## config.mk

```make
export PLATFORM = sky130hd
export DESIGN_NAME = mu0_control
export DESIGN_NICKNAME = d
export VERILOG_FILES = /design/src/rtl/mu0_control.sv
export SDC_FILE = /design/constraint.sdc
export NUM_CORES = 1
export LEC_CHECK = 0
export CORE_AREA = 2 2 39 41
export DETAILED_ROUTE_END_ITERATION = 7
export DIE_AREA = 0 0 41 43
export GPL_ROUTABILITY_DRIVEN = 0
export PLACE_DENSITY_LB_ADDON = 0.15
export SLEW_MARGIN = 0
export SYNTH_ARGS = -nofsm -noshare
export SYNTH_HDL_FRONTEND = slang
export SYNTH_SLANG_ARGS = --single-unit
```

## constraint.sdc

```tcl
create_clock -name clk -period 1.1 [get_ports clk]
set_input_delay 0.165 -clock clk [delete_from_list [all_inputs] [get_ports clk]]
set_output_delay 0.165 -clock clk [all_outputs]
set_load 0.01 [all_outputs]
```

## src/rtl/mu0_control.sv

```systemverilog
// MU0 control sequencer: fetch/execute FSM with memory wait states and opcode decode.
// Optional instruction counter output enabled by defining MU0_INSTR_COUNT_EN.
module mu0_control (
  input  logic       clk,
  input  logic       reset_n,
  input  logic [3:0] opcode,
  input  logic       acc_n,
  input  logic       acc_z,
  input  logic       mem_ready,
  output logic       addr_sel,
  output logic       x_sel,
  output logic       y_sel,
  output logic [1:0] alu_fs,
  output logic       acc_en,
  output logic       pc_en,
  output logic       ir_en,
  output logic       mem_rd,
  output logic       mem_wr,
  output logic       halted
`ifdef MU0_INSTR_COUNT_EN
  ,
  output logic [15:0] instr_count
`endif
);

  typedef enum logic [1:0] {
    S_FETCH = 2'd0,
    S_EXEC  = 2'd1,
    S_HALT  = 2'd2
  } state_t;

  state_t r_state;
  state_t w_next;

  always_ff @(posedge clk or negedge reset_n) begin
    if (!reset_n) r_state <= S_FETCH;
    else          r_state <= w_next;
  end

  always_comb begin
    w_next   = r_state;
    addr_sel = 1'b0;
    x_sel    = 1'b0;
    y_sel    = 1'b0;
    alu_fs   = 2'b00;
    acc_en   = 1'b0;
    pc_en    = 1'b0;
    ir_en    = 1'b0;
    mem_rd   = 1'b0;
    mem_wr   = 1'b0;
    halted   = 1'b0;
    unique case (r_state)
      S_FETCH: begin
        mem_rd = 1'b1;
        if (mem_ready) begin
          ir_en  = 1'b1;
          pc_en  = 1'b1;
          x_sel  = 1'b1;
          alu_fs = 2'b10;
          w_next = S_EXEC;
        end
      end
      S_EXEC: begin
        case (opcode)
          4'h0, 4'h2, 4'h3: begin
            addr_sel = 1'b1;
            mem_rd   = 1'b1;
            alu_fs   = (opcode == 4'h0) ? 2'b00 :
                       (opcode == 4'h2) ? 2'b01 : 2'b11;
            acc_en   = mem_ready;
            if (mem_ready) w_next = S_FETCH;
          end
          4'h1: begin
            addr_sel = 1'b1;
            mem_wr   = 1'b1;
            if (mem_ready) w_next = S_FETCH;
          end
          4'h4, 4'h5, 4'h6: begin
            y_sel  = 1'b1;
            pc_en  = (opcode == 4'h4) ? 1'b1 :
                     (opcode == 4'h5) ? !acc_n : !acc_z;
            w_next = S_FETCH;
          end
          4'h7:    w_next = S_HALT;
          default: w_next = S_FETCH;
        endcase
      end
      S_HALT: halted = 1'b1;
      default: w_next = S_FETCH;
    endcase
    // Reset forces every output low without waiting for the state register.
    if (!reset_n) begin
      addr_sel = 1'b0;
      x_sel    = 1'b0;
      y_sel    = 1'b0;
      alu_fs   = 2'b00;
      acc_en   = 1'b0;
      pc_en    = 1'b0;
      ir_en    = 1'b0;
      mem_rd   = 1'b0;
      mem_wr   = 1'b0;
      halted   = 1'b0;
    end
  end

`ifdef MU0_INSTR_COUNT_EN
  logic r_count;
  logic [15:0] r_instr_count;
  logic w_leave_exec;

  assign w_leave_exec = (r_state == S_EXEC) && (w_next != S_EXEC);

  always_ff @(posedge clk or negedge reset_n) begin
    if (!reset_n)          r_instr_count <= '0;
    else if (w_leave_exec) r_instr_count <= r_instr_count + 16'd1;
  end

  assign r_count     = 1'b0;
  assign instr_count = r_instr_count;
`endif

endmodule

```

==> results.md, run 1 <==
* Outcome: finished with violations
* Failing checks: setup timing
* Worst EP required at 0.94 ns
* Core footprint at 0.001384 mm²
* Global-route wire length before repair at 1345 µm
* Count of final setup violators at 11
* Rows at 14
* DRT Pass-1 Iters at 1
* FF-to-FF Start: r_state[0]$_DFFE_PN0P_
* Detail Route Antenna Nets at 0
* Most common flop cell mapped by yosys: dfrtp_1
* Die Wd at 41 µm
* Period minus WS final at around 1.5 ns
* Hold Crit Class: primary input to flop
* Total placed cells including tap cells at 71
* Ports at 20
* Area contributors post-synth: dfrtp_1, nand2b_1, a31o_1
* Syn Area/Cell at 7.775 µm²
* LEAKAGE at 0.3393 nW
* Largest net degree at the start of global routing at 6
* Vias at 339
* Final setup TNS at -3.248 ns
* Place WS at -0.7917 ns
* Critical Path Sink Type: output port
* Die area at 0.001763 mm²
* Reg clk slew, reported paths at 0.03 ns
* Setup WS post-layout at -0.4310 ns
* Fin cells at 81
* Skew final at 0.0009547 ns
* Vias in the first global route at about 330
* Biggest register: r_state
* Max VDD drop at 0.0005816 V
* Ys async rst share at 1.000
* Count of pins over their slew limit at 0
* Starting Density at 0.1573
* # clock sinks at 2
* Power Density at 760.5 mW/mm²
* Setup crit start kind: flop
* Final net count at 76
* Synth-to-layout area growth at 190.8%
* Hold Path Origin: opcode[3]
* Initial DRC count at 0
* Ant. Diodes at 0
* Mapped Cells at 28
* Most frequent cells after synthesis: nand2b_1, nor2_1
* DRC at 0
* Worst skew pair latency at 0.22 ns
* Worst R2R Path Depth at 4
* Area fraction of the dominant cell type after synthesis at 0.2299
* Dpl hpwl at 559 µm
* Initial antenna violation count at 0
* Maxcap violations at 0
* R2R setup slack at 0.09 ns
* Slew headroom at 0.8429
* CTS tree: built
* Final worst path period share at 1.392
* Post-synth cell types at 19
* YS warnings at 0
* Routed WL per cell at 10.62 µm
* Grt total ovfl at 0
* EDFF count, synth at 0
* Syn Std Cell Area at 217.7 µm²
* CP max FO at 4
* Hold path depth at 5
* Slew @ Worst Pin at 0.2353 ns
* Num CTS Buffers at 3
* RSZ-0062 raised after global routing: yes
* Synthesized flop and latch total at 2
* Post-synth top area cell: dfrtp_1
* Final Hold Vio Count at 0
* CP arrival at 1.37 ns
* Net Count, Synth at 37
* Die H at 43 µm
* Overall routing resource usage at 0.1194
* Fraction of layout instances using a drive strength above 1 at 0.6769
* Crit path kind: flop to output port
* H-Tree Depth at 1
* Biggest regs: r_state: 2 flops
* Clk buf depth at 2
* I/O Buffers at 19
* RR Endpoint: r_state[1]$_DFFE_PN0P_
* Avg Vias per Cell at 4.185
* Maximum clock frequency at 0.6532 GHz
* Hold EP: r_state[0]$_DFFE_PN0P_
* Max reg flops at 2
* Drt total wl at 860 µm
* Clk root buf: clkbuf_4
* Filler cells at 133
* Sequential share of the synthesized area at 0.2299
-- layout by cell type, fill, tap and decap left out, types with 3 or more instances in the layout --
cell and count:
buf_4 13, clkbuf_4 3, buf_2 5, dlymetal6s2s_1 4, buf_6 8, and3_4 3
clkdlybuf4s50_1 4
-- worst max-delay path by stage --
stage | from | to | slack [ns] | cells after the start
after floorplan | r_state[1]$_DFFE_PN0P_ | pc_en | -0.09 | 3
after global placement | opcode[3] | pc_en | -0.79 | 5
after detailed placement | opcode[3] | pc_en | -0.79 | 5
after CTS | reset_n | acc_en | -0.44 | 6
after global routing | r_state[1]$_DFFE_PN0P_ | pc_en | -0.52 | 4
final | r_state[1]$_DFFE_PN0P_ | pc_en | -0.43 | 4
-- where the power goes --
group	internal (mW)	leakage (nW)	total, mW	switching (mW)
logic	0.139	0.301	0.229	0.0900
clock network	0.120	0.0138	0.162	0.0412
registers	0.0818	0.0246	0.0912	0.00942
-- through the flow --
step                      hold WS, ns  area (µm²)  total power [mW]    util
final                          0.4500       633.1            0.4815  0.4575
after global routing           0.4802       633.1            0.5209  0.4575
after global placement         0.4435       498.0            0.2692  0.3599
after floorplan               -0.1306       227.7            0.1529       -
after CTS                      0.2090       549.3            0.4581  0.3969
after detailed placement       0.4461       498.0            0.2692  0.3599
-- cell families (layout without fill, tap and decap cells) --
family,Yosys count,after routing,share of synthesized area
simple gates,18,18,0.5230
compound gates,5,5,0.1782
buf+inv,3,40,0.06895
flops,2,2,0.2299
-- layout make-up --
cell class / count / area (µm²) / area share
well taps: 16 / 20.02 / 0.03162
flip-flops and latches: 2 / 51.30 / 0.08103
inverters: 2 / 12.51 / 0.01976
multi-input cells: 23 / 214.0 / 0.3379
repair buffers: 35 / 312.8 / 0.4941
clock buffers: 3 / 22.52 / 0.03557
-- routing by layer --
metal	GRT usage	wire length, µm	vias to the layer above
met5	0	0	-
met4	0.1133	0	0
met3	0.04188	59	0
met2	0.1656	482	10
met1	0.1314	317	152
li1	-	-	177
-- repair_timing --
item	4_1_cts	5_1_grt
hold buffers	0	1
hold endpoints to repair	0	2
buffers inserted	3	3
pin swaps	4	7
gates resized for setup	39	32
endpoints found under the setup margin	11	12
-- worst max-delay path, stage by stage, from the launching register on --
cell	delay, ns
dfrtp_2	0.43
and4bb_1	0.28
and3_4	0.19
a31o_1	0.12
buf_2	0.12
No activity file was read; power rests on OpenSTA's default activity.
==> run 2, diff against run 1 <==
--- a/config.mk
+++ b/config.mk
@@ -9,7 +9,6 @@
 export DETAILED_ROUTE_END_ITERATION = 7
 export DIE_AREA = 0 0 41 43
 export GPL_ROUTABILITY_DRIVEN = 0
-export PLACE_DENSITY_LB_ADDON = 0.15
 export SLEW_MARGIN = 0
 export SYNTH_ARGS = -nofsm -noshare
 export SYNTH_HDL_FRONTEND = slang
==> run 2 against run 1 <==
  * Combinational power about the same
  * Global-route usage is 1.1 points lower
  * Non-clock buffer count increased by 1
  * Clock skew rose by 0.0022 ns
  * Clock power fell by 2%
  * Register-to-register slack got worse by 0.13 ns
  * Fmax about the same
  * Total power fell by 0.48%
  * Sequential power is essentially flat
  * Clock-buffer cell count unchanged
  * Design area down 1.4%
  * The run still ends with setup timing left
==> results.md, run 2 (same netlist as run 1, synthesis figures left out) <==
* Routed WL per cell at 10.38 µm (was 10.62 µm)
* Ports at 20 (unchanged)
* Period minus WS final at 1.530 ns (was 1.531 ns)
* Design area at 624.3 µm² (was 633.1 µm²)
* Count of final setup violators at 12 (was 11)
* Detail Route Antenna Nets at 0 (unchanged)
* CTS tree: built (unchanged)
* RSZ-0062 raised after global routing: yes (unchanged)
* DRC at 0 (unchanged)
* Count of pins over their slew limit at 0 (unchanged)
* LEAKAGE at 0.3216 nW (was 0.3393 nW)
* DRT Pass-1 Iters at 3 (was 1)
* Worst skew pair latency at 0.22 ns (about the same)
* Vias at 345 (was 339)
* Clk root buf: clkbuf_4 (unchanged)
* Core footprint at 0.001384 mm² (unchanged)
* Hold Crit Class: primary input to flop (unchanged)
* Global-route wire length before repair at 1297 µm (was 1345 µm)
* Synth-to-layout area growth at 186.8% (was 190.8%)
* Starting Density at 0.1573 (unchanged)
* Outcome: finished with violations (unchanged)
* Maxcap violations at 0 (unchanged)
* CP arrival at 1.37 ns (about the same)
* Die area at 0.001763 mm² (unchanged)
* CP max FO at 5 (was 4)
* Final worst path period share at 1.391 (was 1.392)
* Most frequent cells in the layout: buf_4, buf_6, dlygate4sd2_1 (was buf_4, buf_6, buf_2)
* Num CTS Buffers at 3 (unchanged)
* Critical Path Sink Type: output port (unchanged)
* Overall routing resource usage at 0.1083 (was 0.1194)
* Avg Vias per Cell at 4.207 (was 4.185)
* Vias in the first global route at 336 (was 333)
* Initial DRC count at 5 (was 0)
* Setup WS post-layout at -0.4305 ns (was -0.4310 ns)
* Final Hold Vio Count at 0 (unchanged)
* Final net count at 77 (was 76)
* Slew @ Worst Pin at 0.2560 ns (was 0.2353 ns)
* I/O Buffers at 19 (unchanged)
* Biggest regs: r_state: 2 flops (unchanged)
* Power Density at 767.5 mW/mm² (was 760.5 mW/mm²)
* Clk buf depth at 2 (unchanged)
* Area after DPL at 498.0 µm² (unchanged)
* Ant. Diodes at 0 (unchanged)
* Largest net degree at the start of global routing at 6 (unchanged)
* # clock sinks at 2 (unchanged)
* Initial antenna violation count at 0 (unchanged)
* Drt total wl at 851 µm (was 860 µm)
* Failing checks: setup timing (unchanged)
* Max VDD drop at 0.0005846 V (was 0.0005816 V)
* Die Wd at 41 µm (unchanged)
* Slew headroom at 0.8294 (was 0.8429)
* Maximum clock frequency at 0.6534 GHz (was 0.6532 GHz)
* Max reg flops at 2 (unchanged)
* Setup crit start kind: flop (unchanged)
* Rows at 14 (unchanged)
* Biggest register: r_state (unchanged)
* Commonest non-fill, non-tap cell in the layout: buf_4 (unchanged)
* Fraction of layout instances using a drive strength above 1 at 0.6818 (was 0.6769)
* Worst EP required at 0.94 ns (about the same)
* Grt total ovfl at 0 (unchanged)
* Die H at 43 µm (unchanged)
* Dpl hpwl at 548.6 µm (was 559 µm)
* Pwr Total at 0.4792 mW (was 0.4815 mW)
* H-Tree Depth at 1 (unchanged)
* Skew final at 0.003187 ns (was 0.0009547 ns)
* Reg clk slew, reported paths at 0.03 ns (about the same)
* Crit path kind: flop to output port (unchanged)
[run 2: cell count changes in the layout (fill, tap and decap cells not counted), moves of 2 or more]
| cell | change |
|---|---|
| dlymetal6s2s_1 | -4 |
| buf_6 | +2 |
| dlygate4sd2_1 | +5 |
| nor2_1 | +2 |
[run 2: power breakdown]
| part | internal (mW) | switching (mW) |
|---|---|---|
| Clock | 0.120 | 0.0384 |
| Sequential | 0.0818 | 0.00974 |
| Combinational | 0.144 | 0.0854 |
| Total | 0.346 | 0.134 |
[run 2: timing repair]
action | 4_1_cts | 5_1_grt
hold buffers | 1 | 0
resized for setup | 67 | 4
pin swaps | 6 | 3
setup buffers | 5 | 4
setup endpoints to repair | 11 | 12
hold endpoints to repair | 2 | 0
[run 2: layout make-up]
class | count | area (µm²)
Clock buffer | 3 | 22.52
Fill cell | 146 | 759.5
Inverter | 2 | 10.01
Timing Repair Buffer | 36 | 314.1
Sequential cell | 2 | 51.30
Multi-Input combinational cell | 23 | 206.4
Tap cell | 16 | 20.02
[run 2: path summary, 6_finish.rpt]
| check | from | end | slack, ns | depth (start not counted) |
|---|---|---|---|---|
| max reg2reg | r_state[0]$_DFFE_PN0P_ | r_state[1]$_DFFE_PN0P_ | -0.04 | 3 |
| min | opcode[0] | r_state[1]$_DFFE_PN0P_ | 0.53 | 2 |
| min reg2reg | r_state[1]$_DFFE_PN0P_ | r_state[1]$_DFFE_PN0P_ | 0.57 | 1 |
| min in group asynchronous | reset_n | r_state[0]$_DFFE_PN0P_ | 0.56 | 3 |
| max | r_state[1]$_DFFE_PN0P_ | pc_en | -0.43 | 4 |
| max in group asynchronous | reset_n | r_state[1]$_DFFE_PN0P_ | 0.39 | 3 |
[run 2: metal layers]
| layer | wire length, µm | up-vias | GRT usage |
|---|---|---|---|
| met5 | 0 | - | 0 |
| met4 | 0 | 0 | 0.08000 |
| met3 | 47 | 0 | 0.01571 |
| met2 | 488 | 10 | 0.1594 |
| met1 | 316 | 158 | 0.1346 |
| li1 | - | 177 | - |
[run 2: per-stage QoR]
step	util	hold WS, ns	instances	setup TNS, ns	setup WS (ns)
2_1_floorplan	-	-0.1306	28	-0.09415	-0.09415
3_3_place_gp	0.3599	0.4648	71	-7.821	-0.7826
3_5_place_dp	0.3599	0.4571	71	-7.974	-0.8099
4_1_cts	0.4304	0.5142	80	-2.857	-0.4516
5_1_grt	0.4512	0.5440	82	-3.612	-0.5043
6_report	0.4512	0.5350	82	-2.825	-0.4305
[run 2: worst max-delay path, cell delays in order (launching register included)]
cell      delay, ns
dfrtp_2        0.43
and4bb_1       0.29
and3_4         0.18
a31o_1         0.12
buf_2          0.12
